## src/rtl/dmem_arbiter.sv

```systemverilog
// dmem_arbiter: shares a single-port data memory between two requesters.
// Port 0 is the CPU load/store path, port 1 the DMA/debug loader. A granted
// request is registered, drives the memory for exactly one ACCESS cycle,
// read data is captured at the end of ACCESS and a one-cycle Ack is returned
// in RESP.
//
// Optional feature macro: DMEM_ARB_FIXED_PRIO_EN
//   defined   -> port 0 always wins simultaneous requests
//   undefined -> round-robin between the two ports
//
// Ports:
//   Clk, Rst_n                  clock, asynchronous active-low reset
//   Px_Req/Write/Address/WriteData  request from port x (x = 0, 1)
//   Px_Ack                      one-cycle completion pulse for port x
//   Px_ReadData                 read result, held until the next read for x
//   Mem_Address/WriteData/MemWrite  memory command (registered)
//   Mem_MemData                 combinational read data from memory
//   Busy                        high while an access is in flight
module dmem_arbiter #(
   parameter int unsigned ADDRESS_WIDTH = 16,
   parameter int unsigned DATA_WIDTH    = 32
) (
   input  logic                     Clk,
   input  logic                     Rst_n,
   input  logic                     P0_Req,
   input  logic                     P0_Write,
   input  logic [ADDRESS_WIDTH-1:0] P0_Address,
   input  logic [DATA_WIDTH-1:0]    P0_WriteData,
   output logic                     P0_Ack,
   output logic [DATA_WIDTH-1:0]    P0_ReadData,
   input  logic                     P1_Req,
   input  logic                     P1_Write,
   input  logic [ADDRESS_WIDTH-1:0] P1_Address,
   input  logic [DATA_WIDTH-1:0]    P1_WriteData,
   output logic                     P1_Ack,
   output logic [DATA_WIDTH-1:0]    P1_ReadData,
   output logic [ADDRESS_WIDTH-1:0] Mem_Address,
   output logic [DATA_WIDTH-1:0]    Mem_WriteData,
   output logic                     Mem_MemWrite,
   input  logic [DATA_WIDTH-1:0]    Mem_MemData,
   output logic                     Busy
);

   localparam logic [1:0] S_IDLE   = 2'd0;
   localparam logic [1:0] S_ACCESS = 2'd1;
   localparam logic [1:0] S_RESP   = 2'd2;

   // Registered copy of the granted request
   typedef struct packed {
      logic                     port;
      logic                     write;
      logic [ADDRESS_WIDTH-1:0] addr;
      logic [DATA_WIDTH-1:0]    wdata;
   } req_t;

   logic [1:0]            state, state_d;
   logic                  last_grant, last_grant_d;
   req_t                  cur, cur_d;
   logic                  mem_we_d;
   logic                  busy_d;
   logic                  ack0_d, ack1_d;
   logic [DATA_WIDTH-1:0] rdata0_d, rdata1_d;
   logic                  win_port_c;

   // Winner among current requesters (only meaningful when any Req is high)
`ifdef DMEM_ARB_FIXED_PRIO_EN
   assign win_port_c = ~P0_Req;
`else
   assign win_port_c = (P0_Req & P1_Req) ? ~last_grant : P1_Req;
`endif

   // Memory address/data come straight from the registered request
   assign Mem_Address   = cur.addr;
   assign Mem_WriteData = cur.wdata;

   // State and output registers
   always_ff @(posedge Clk or negedge Rst_n) begin
      if (!Rst_n) begin
         state        <= S_IDLE;
         last_grant   <= 1'b1;
         cur          <= '0;
         Mem_MemWrite <= 1'b0;
         Busy         <= 1'b0;
         P0_Ack       <= 1'b0;
         P1_Ack       <= 1'b0;
         P0_ReadData  <= '0;
         P1_ReadData  <= '0;
      end else begin
         state        <= state_d;
         last_grant   <= last_grant_d;
         cur          <= cur_d;
         Mem_MemWrite <= mem_we_d;
         Busy         <= busy_d;
         P0_Ack       <= ack0_d;
         P1_Ack       <= ack1_d;
         P0_ReadData  <= rdata0_d;
         P1_ReadData  <= rdata1_d;
      end
   end

   // Next-state and next-output logic
   always_comb begin
      state_d      = state;
      last_grant_d = last_grant;
      cur_d        = cur;
      mem_we_d     = 1'b0;
      busy_d       = Busy;
      ack0_d       = 1'b0;
      ack1_d       = 1'b0;
      rdata0_d     = P0_ReadData;
      rdata1_d     = P1_ReadData;

      case (state)
         S_IDLE: begin
            if (P0_Req || P1_Req) begin
               cur_d.port   = win_port_c;
               cur_d.write  = win_port_c ? P1_Write     : P0_Write;
               cur_d.addr   = win_port_c ? P1_Address   : P0_Address;
               cur_d.wdata  = win_port_c ? P1_WriteData : P0_WriteData;
               last_grant_d = win_port_c;
               // Write strobe is high only during the ACCESS cycle
               mem_we_d     = cur_d.write;
               busy_d       = 1'b1;
               state_d      = S_ACCESS;
            end
         end
         S_ACCESS: begin
            // Memory read is combinational; capture it at the end of ACCESS
            if (!cur.write) begin
               if (cur.port) rdata1_d = Mem_MemData;
               else          rdata0_d = Mem_MemData;
            end
            ack0_d  = ~cur.port;
            ack1_d  = cur.port;
            busy_d  = 1'b1;
            state_d = S_RESP;
         end
         S_RESP: begin
            busy_d  = 1'b0;
            state_d = S_IDLE;
         end
         default: begin
            busy_d  = 1'b0;
            state_d = S_IDLE;
         end
      endcase
   end

endmodule

```

## config.mk

```make
export PLATFORM = sky130hd
export DESIGN_NAME = dmem_arbiter
export DESIGN_NICKNAME = d
export VERILOG_FILES = /design/src/rtl/dmem_arbiter.sv
export SDC_FILE = /design/constraint.sdc
export NUM_CORES = 1
export LEC_CHECK = 0
export CORE_AREA = 2 2 97 99
export CTS_BUF_LIST = sky130_fd_sc_hd__clkbuf_2
export DETAILED_ROUTE_END_ITERATION = 8
export DIE_AREA = 0 0 99 101
export DONT_BUFFER_PORTS = 1
export HOLD_SLACK_MARGIN = 0.08
export PLACE_DENSITY_LB_ADDON = 0.2
export SLEW_MARGIN = 20
export SYNTH_ARGS = -nofsm -noshare
export SYNTH_HDL_FRONTEND = slang
export SYNTH_SLANG_ARGS = --single-unit
```

## constraint.sdc

```tcl
create_clock -name Clk -period 2 [get_ports Clk]
set_input_delay 0.5 -clock Clk [delete_from_list [all_inputs] [get_ports Clk]]
set_output_delay 0.5 -clock Clk [all_outputs]
set_load 0.01 [all_outputs]
```

==> results of run 1 <==
==> synthesized netlist by cell type, drive strengths merged <==
| library cell | number | area share [%] |
|---|---|---|
| and2 | 1 | 0.11 |
| mux2i | 2 | 0.36 |
| nor2b | 1 | 0.11 |
| dfstp | 1 | 0.48 |
| mux2 | 162 | 34 |
| a21oi | 1 | 0.091 |
| dfrtp | 120 | 55 |
| buf | 65 | 8.3 |
| a21boi | 1 | 0.14 |
| a21bo | 1 | 0.18 |
| inv | 2 | 0.14 |
| nor3 | 2 | 0.36 |
| and3b | 1 | 0.16 |
| nand2b | 1 | 0.11 |
| nor2 | 3 | 0.21 |
==> metrics by stage <==
stage | area (µm²) | instances | setup WS [ns] | hold slack, ns | util (%)
3_3_place_gp | 5290 | 416 | 0.258 | 0.206 | 58.9
3_5_place_dp | 5290 | 416 | 0.230 | 0.206 | 58.9
2_1_floorplan | 5490 | 364 | 0.336 | 0.204 | -
==> logic make-up after synthesis <==
group | synth area share (%)
compound gates | 0.410
buf+inv | 8.48
flops | 55.2
mux | 34.8
simple gates | 1.07
==> impl_metrics.py, run 1 <==
metrics = {
    "status": {
        "status": "aborted with a tool error",
        "haltStage": "clock tree synthesis",
        "error_line": "[ERROR RSZ-0060] Max buffer count reached.",
    },
    "clock_network": {
        "numCtsBuffers": 17,
        "hold_buffers": 101,
        "htree_levels": 4,
        "clk_path_buf_depth": 2,
        "root_buffer": "clkbuf_2",
        "cts_sinks": 121,
        "cts_setup_buffers": 0,
        "cts_resized": 0,
    },
    "floorplanning": {
        "die_w_um": 99,
        "num_rows": 35,
        "io_pins": 250,
        "die_h_um": 101,
        "start_util_pct": 61.1,
    },
    "synthesis": {
        "yosysWarnings": 0,
        "synth_cell_types": 19,
        "synth_seq_cells": 121,
        "syn_inst": 364,
        "syn_area_per_cell_um2": 15.1,
        "synth_area_um2": 5490,
        "yosysSeqAreaShare_pct": 55.2,
        "synth_nets": 498,
    },
    "placed_design": {
        "dp_hpwl_um": 7320,
        "port_buffers": 0,
        "place_congestion": 0.717,
    },
}
==> run 2, diff against run 1 <==
CORE_AREA = 2 2 121 123   (was 2 2 97 99)
CTS_BUF_LIST = unset   (was sky130_fd_sc_hd__clkbuf_2)
DIE_AREA = 0 0 123 125   (was 0 0 99 101)
HOLD_SLACK_MARGIN = unset   (was 0.08)
PLACE_DENSITY_LB_ADDON = 0.15   (was 0.2)
==> impl_metrics.py, run 2 <==
metrics = {
    "synthesis": {
        "yosysSeqAreaShare_pct": 55.2,
        "synth_nets": 498,
        "synth_top_area_cell": "dfrtp_1",
        "synth_edf_count": 0,
        "syn_inst": 364,
        "synth_area_um2": 5490,
        "yosysWarnings": 0,
        "synth_area_leaders": "dfrtp_1 (55%), mux2_2 (28%), buf_4 (6.6%)",
        "synth_top_area_share_pct": 54.7,
        "synthArstFlopShare_pct": 100,
        "synth_cell_types": 19,
        "yosysMostFrequentCell": "mux2_2",
        "syn_area_per_cell_um2": 15.1,
        "synth_ff_type": "dfrtp_1",
        "synth_commonest_cells": "mux2_2 (136), dfrtp_1 (120), buf_4 (48), mux2_4 (18), buf_2 (15)",
        "synth_seq_cells": 121,
    },
    "detailed_routing": {
        "antenna_left": 0,
        "wl_um": 10400,
        "vias_per_cell": 5.07,
        "firstDrtPassIters": 4,
        "num_vias": 2634,
        "drcViolationCount": 0,
        "routedWlPerCell_um": 20.0,
        "dr.first_iter.drc_count": 66,
    },
    "cells_and_area": {
        "multi_input_area_um2": 2010,
        "mostFrequentLayoutCells": "mux2_2 (136), dfrtp_1 (120), mux2_4 (18)",
        "final-seq-area_um2": 3030,
        "drive_gt1_share_pct": 58.0,
        "layout.nets": 457,
        "num_antenna_cells": 0,
        "n_fill_cell": 1307,
        "mostFrequentLayoutCell": "mux2_2",
        "fin_area_um2": 5900,
        "area_delta_synth_final_pct": 7.50,
    },
    "sta": {
        "fin_setup_tns_ns": 0,
        "worst_pin_slew_ns": 0.363,
        "relSlewSlack_pct": 75.6,
        "fmax_mhz": 579,
        "finalCriticalPeriod_ns": 1.73,
        "period_share_pct": 86.3,
        "setup_viol": 0,
        "rsz0062_at_grt": "no",
        "hold_viol_final": 121,
        "finalMaxSlewViolations": 0,
        "skew_ns": 0.00532,
        "worst_hold_slack_ns": -0.210,
    },
    "clock_network": {
        "cts_tree": "built",
        "htree_levels": 4,
        "cts_sinks": 121,
        "numCtsBuffers": 17,
        "clk_path_buf_depth": 2,
        "path_clk_slew_ns": 0.05,
        "clock_latency_ns": 0.40,
        "root_buffer": "clkbuf_16",
    },
    "critical_path": {
        "arrival_ns": 2.01,
        "critical_path_buf_inv_count": 1,
        "crit_fanout": 49,
        "cp_cell_sequence": "a21bo_2 -> buf_12 -> mux2_2 -> mux2_2",
        "cp_slowest_stage_delay_ns": 0.53,
        "startpoint_type": "register",
        "cp_top_family": "multiplexers",
        "required_ns": 2.29,
        "slowest_stage": "dfstp_2",
        "crit_type": "register to register",
        "cpMostUsedCell": "mux2_2",
        "critPathCaptureType": "register",
    },
    "global_route": {
        "overflow": 0,
        "grt_max_degree": 122,
        "first_global_vias": 2994,
        "grtUsageTotal_pct": 13.7,
        "antenna_found_initial": 0,
        "grt_pass1_wl_um": 15900,
    },
    "floorplanning": {
        "num_rows": 44,
        "start_util_pct": 38.6,
        "io_pins": 250,
        "die-area_um2": 15400,
        "fp.coreArea_um2": 14200,
        "die_w_um": 123,
        "die_h_um": 125,
    },
    "placed_design": {
        "dp_hpwl_um": 7160,
        "dpl-instance-area_um2": 5360,
        "port_buffers": 0,
        "place_congestion": 0.697,
    },
    "flow_run": {
        "timing.max_cap.violations": 0,
    },
    "power": {
        "vdd_ir_drop_max_mv": 0.673,
        "p_per_area_nw_per_um2": 1760,
        "leakagePower_nw": 2.50,
    },
    "status": {
        "violations": "negative hold slack",
        "status": "finished with violations",
    },
    "hold_path": {
        "worstHoldPathType": "input pin to asynchronous set/reset pin",
    },
}
[run 2: cell counts after synthesis]
Identical to the previous run, type by type.
[run 2: worst paths after layout]
| kind | cells after the start | end | from | slack [ns] |
|---|---|---|---|---|
| setup / recovery | 4 | Mem_WriteData[13] | last_grant | 0.27 |
| hold / removal | 0 | Mem_WriteData[20] | Rst_n | -0.21 |
| setup reg to reg | 4 | Mem_WriteData[13] | last_grant | 0.27 |
| hold reg to reg | 1 | Busy | state[1] | 0.52 |
| max in group asynchronous | 0 | last_grant | Rst_n | 2.01 |
| min in group Clk | 1 | P1_ReadData[19] | Mem_MemData[19] | 0.22 |
[run 2: cell families after synthesis]
family	Yosys count	synth area share, %
muxes	164	34.8
DFF	121	55.2
and+or+nand+nor	9	1.07
buffers and inverters	67	8.48
AOI/OAI and AO/OA	3	0.410
[run 2: metal layers]
metal	wire length (µm)	part of all wire, %	global-route usage, %
met1	3730	36	14.5
met2	4990	48	21.5
met3	1530	15	8.62
met4	153	1.5	5.82
met5	0	0	0
[run 2: worst register-to-register path: stages, from the launching register on]
cell and delay [ns]:
dfstp_2 0.53, a21bo_2 0.15, buf_12 0.27, mux2_2 0.39, mux2_2 0.26
[run 2: area by class of cell]
| type | count | share of cell area [%] |
|---|---|---|
| Clock buffer | 18 | 7.44 |
| Timing Repair Buffer | 5 | 1.48 |
| Clock inverter | 14 | 1.70 |
| Tap cell | 184 | 3.90 |
| Multi-Input combinational cell | 176 | 34.0 |
| Inverter | 2 | 0.127 |
| Sequential cell | 121 | 51.3 |
[run 2: report_power, final]
group	switching, mW	internal, mW	leakage (nW)	total [mW]
registers	1.51	3.72	1.44	5.23
clock network	1.12	1.61	0.251	2.73
logic	0.812	1.59	0.809	2.40
total	3.44	6.92	2.50	10.4
[run 2: per-stage QoR]
step / hold slack, ns / util (%) / power (mW) / setup slack (ns) / std cells
finish: -0.210 / 41.5 / 10.4 / 0.274 / 520
global route: -0.242 / 41.5 / 11.0 / 0.204 / 520
CTS: -0.236 / 41.5 / 10.6 / 0.259 / 520
detailed placement: 0.207 / 37.7 / 7.75 / 0.251 / 488
global placement: 0.207 / 37.7 / 7.66 / 0.260 / 488
floorplan: 0.204 / - / 7.69 / 0.336 / 364
[run 2: what timing repair did]
item,CTS,global route
setup buffers,0,0
gates resized for setup,0,0
hold endpoints to repair,121,121
Power figures use the tool's default switching activity.
==> run 3, diff against run 2 <==
ABC_AREA = 1   (was unset)
CORE_AREA = 2 2 156 158   (was 2 2 121 123)
DIE_AREA = 0 0 158 160   (was 0 0 123 125)
==> impl_metrics.py, run 3 <==
metrics = {
    "cells_and_area": {
        "num_antenna_cells": 0,
        "area_delta_synth_final_pct": 10.6,
        "layout.nets": 809,
        "drive_gt1_share_pct": 6.98,
        "mostFrequentLayoutCells": "nand2_1 (215), inv_1 (136), dfrtp_1 (120)",
        "mostFrequentLayoutCell": "nand2_1",
        "n_fill_cell": 2634,
    },
    "status": {
        "violations": "negative hold slack",
        "status": "finished with violations",
    },
    "synthesis": {
        "synth_nets": 869,
        "syn_area_per_cell_um2": 7.88,
        "synth_seq_cells": 121,
        "synth_area_leaders": "dfrtp_1 (52%), nand2_1 (14%), inv_1 (8.8%)",
        "synth_top_area_cell": "dfrtp_1",
        "synth_cell_types": 16,
        "synth_edf_count": 0,
        "synth_area_um2": 5790,
        "synthArstFlopShare_pct": 100,
        "yosysMostFrequentCell": "nand2_1",
        "syn_inst": 735,
        "synth_top_area_share_pct": 51.8,
        "synth_ff_type": "dfrtp_1",
        "synth_commonest_cells": "nand2_1 (217), inv_1 (136), dfrtp_1 (120), nand3_1 (98), o21ai_0 (61)",
        "yosysSeqAreaShare_pct": 52.3,
        "yosysWarnings": 0,
    },
    "clock_network": {
        "root_buffer": "clkbuf_16",
        "clk_path_buf_depth": 2,
        "htree_levels": 4,
        "cts_tree": "built",
        "clock_latency_ns": 0.42,
        "cts_setup_buffers": 0,
        "cts_resized": 0,
        "path_clk_slew_ns": 0.07,
        "cts_sinks": 121,
        "numCtsBuffers": 17,
    },
    "sta": {
        "period_share_pct": 72.5,
        "fin_setup_tns_ns": 0,
        "skew_ns": 0.0131,
        "worst_hold_slack_ns": -0.228,
        "finalMaxSlewViolations": 0,
        "relSlewSlack_pct": 64.0,
        "fmax_mhz": 690,
        "finalCriticalPeriod_ns": 1.45,
        "worst_pin_slew_ns": 0.539,
        "hold_viol_final": 121,
        "setup_viol": 0,
        "rsz0062_at_grt": "no",
    },
    "global_route": {
        "grt_pass1_wl_um": 24600,
        "overflow": 0,
        "grt.met3_usage_pct": 3.83,
        "first_global_vias": 4343,
        "antenna_found_initial": 0,
        "grt.busiest_layer": "met2",
        "grt_max_degree": 122,
        "grt_use_met1_pct": 15.4,
        "grtUsageTotal_pct": 12.6,
        "grt_use_met2_pct": 21.2,
    },
    "power": {
        "p_per_area_nw_per_um2": 1720,
        "pwr-share-clk_pct": 30.4,
        "vdd_ir_drop_max_mv": 0.441,
        "comb_power_share_pct": 22.1,
        "leakagePower_nw": 3.51,
        "p_sw_mw": 4.39,
        "pwr-share-seq_pct": 47.4,
        "internal-power_mw": 6.63,
        "p_sw_share_pct": 39.8,
        "power.total_mw": 11.0,
    },
    "floorplanning": {
        "fp.coreArea_um2": 23800,
        "num_rows": 57,
        "die_w_um": 158,
        "io_pins": 250,
        "die-area_um2": 25300,
        "die_h_um": 160,
        "start_util_pct": 24.3,
    },
    "critical_path": {
        "arrival_ns": 1.75,
        "crit_type": "register to register",
        "startpoint_type": "register",
        "crit_fanout": 37,
        "critPathCaptureType": "register",
        "required_ns": 2.30,
    },
    "detailed_routing": {
        "vias_per_cell": 4.16,
        "drcViolationCount": 0,
        "antenna_left": 0,
        "num_vias": 4209,
        "routedWlPerCell_um": 15.4,
        "wl_um": 15600,
        "firstDrtPassIters": 4,
        "dr.first_iter.drc_count": 343,
    },
    "placed_design": {
        "dp_hpwl_um": 10400,
        "port_buffers": 0,
        "place_congestion": 0.743,
    },
    "hold_path": {
        "worstHoldPathType": "input pin to asynchronous set/reset pin",
    },
    "flow_run": {
        "timing.max_cap.violations": 0,
    },
}
-- run 3: cell count changes after synthesis, sizes merged, moves of 2 or more --
cell	change
nand2	+219
buf	+9
o21ai	+65
clkbuf	+12
nor3	-2
nor2	+5
nand3	+98
inv	+135
mux2	-162
mux2i	-2
-- run 3: metal layers --
layer / wire length (µm) / vias up
li1: - / 2053
met1: 6700 / 2009
met2: 7820 / 137
met3: 859 / 10
met4: 189 / 0
met5: 0 / -
-- run 3: power by group through the flow --
| stage | sequential [mW] | combinational, mW | clock, mW |
|---|---|---|---|
| detailed placement | 5.31 | 2.51 | 0 |
| finish | 5.22 | 2.44 | 3.35 |
| global route | 5.39 | 2.91 | 3.57 |
| floorplan | 4.59 | 2.89 | 0 |
| global placement | 5.33 | 2.42 | 0 |
| CTS | 5.29 | 2.50 | 3.45 |
-- run 3: kinds of logic (layout without fill, tap and decap cells) --
kind of cell    after synthesis  after routing  share of synthesized area, %
flops                       121            121                          52.3
buf+inv                     223            176                          18.4
compound gates               66             66                          5.70
simple gates                325            325                          23.6
-- run 3: per-stage QoR --
step | utilization [%] | area [µm²] | instances | setup WS, ns
6_report | 26.9 | 6400 | 1012 | 0.550
5_1_grt | 26.9 | 6400 | 1012 | 0.411
4_1_cts | 26.9 | 6400 | 1012 | 0.526
3_5_place_dp | 24.3 | 5780 | 980 | 0.525
3_3_place_gp | 24.3 | 5780 | 980 | 0.537
2_1_floorplan | - | 5790 | 735 | 0.724
-- run 3: worst paths after layout --
path                       cells past startpoint             from  slack, ns         endpoint
min in group Clk                               2  Mem_MemData[29]       0.24  P0_ReadData[29]
min reg2reg                                    1          cur[49]       0.47           P0_Ack
max reg2reg                                    6       last_grant       0.55          cur[48]
max in group asynchronous                      0            Rst_n       2.02  P1_ReadData[10]
max                                            6       last_grant       0.55          cur[48]
min                                            0            Rst_n      -0.23   Mem_Address[6]
-- run 3: final cells by class --
| type | count | area, µm² | area share [%] |
|---|---|---|---|
| sequential | 121 | 3030 | 47.3 |
| multi-input combinational | 391 | 1700 | 26.5 |
| inverter | 137 | 514 | 8.03 |
| clock buffer | 17 | 425 | 6.64 |
| tap | 324 | 405 | 6.33 |
| clock inverter | 15 | 203 | 3.16 |
| timing repair buffer | 7 | 128 | 1.99 |
-- run 3: critical path, cell delays in order (launching register included) --
cell,delay [ns]
dfstp_2,0.53
nand2_2,0.06
nand2_2,0.25
buf_12,0.24
nand2_1,0.07
nand3_1,0.11
nand2_1,0.06
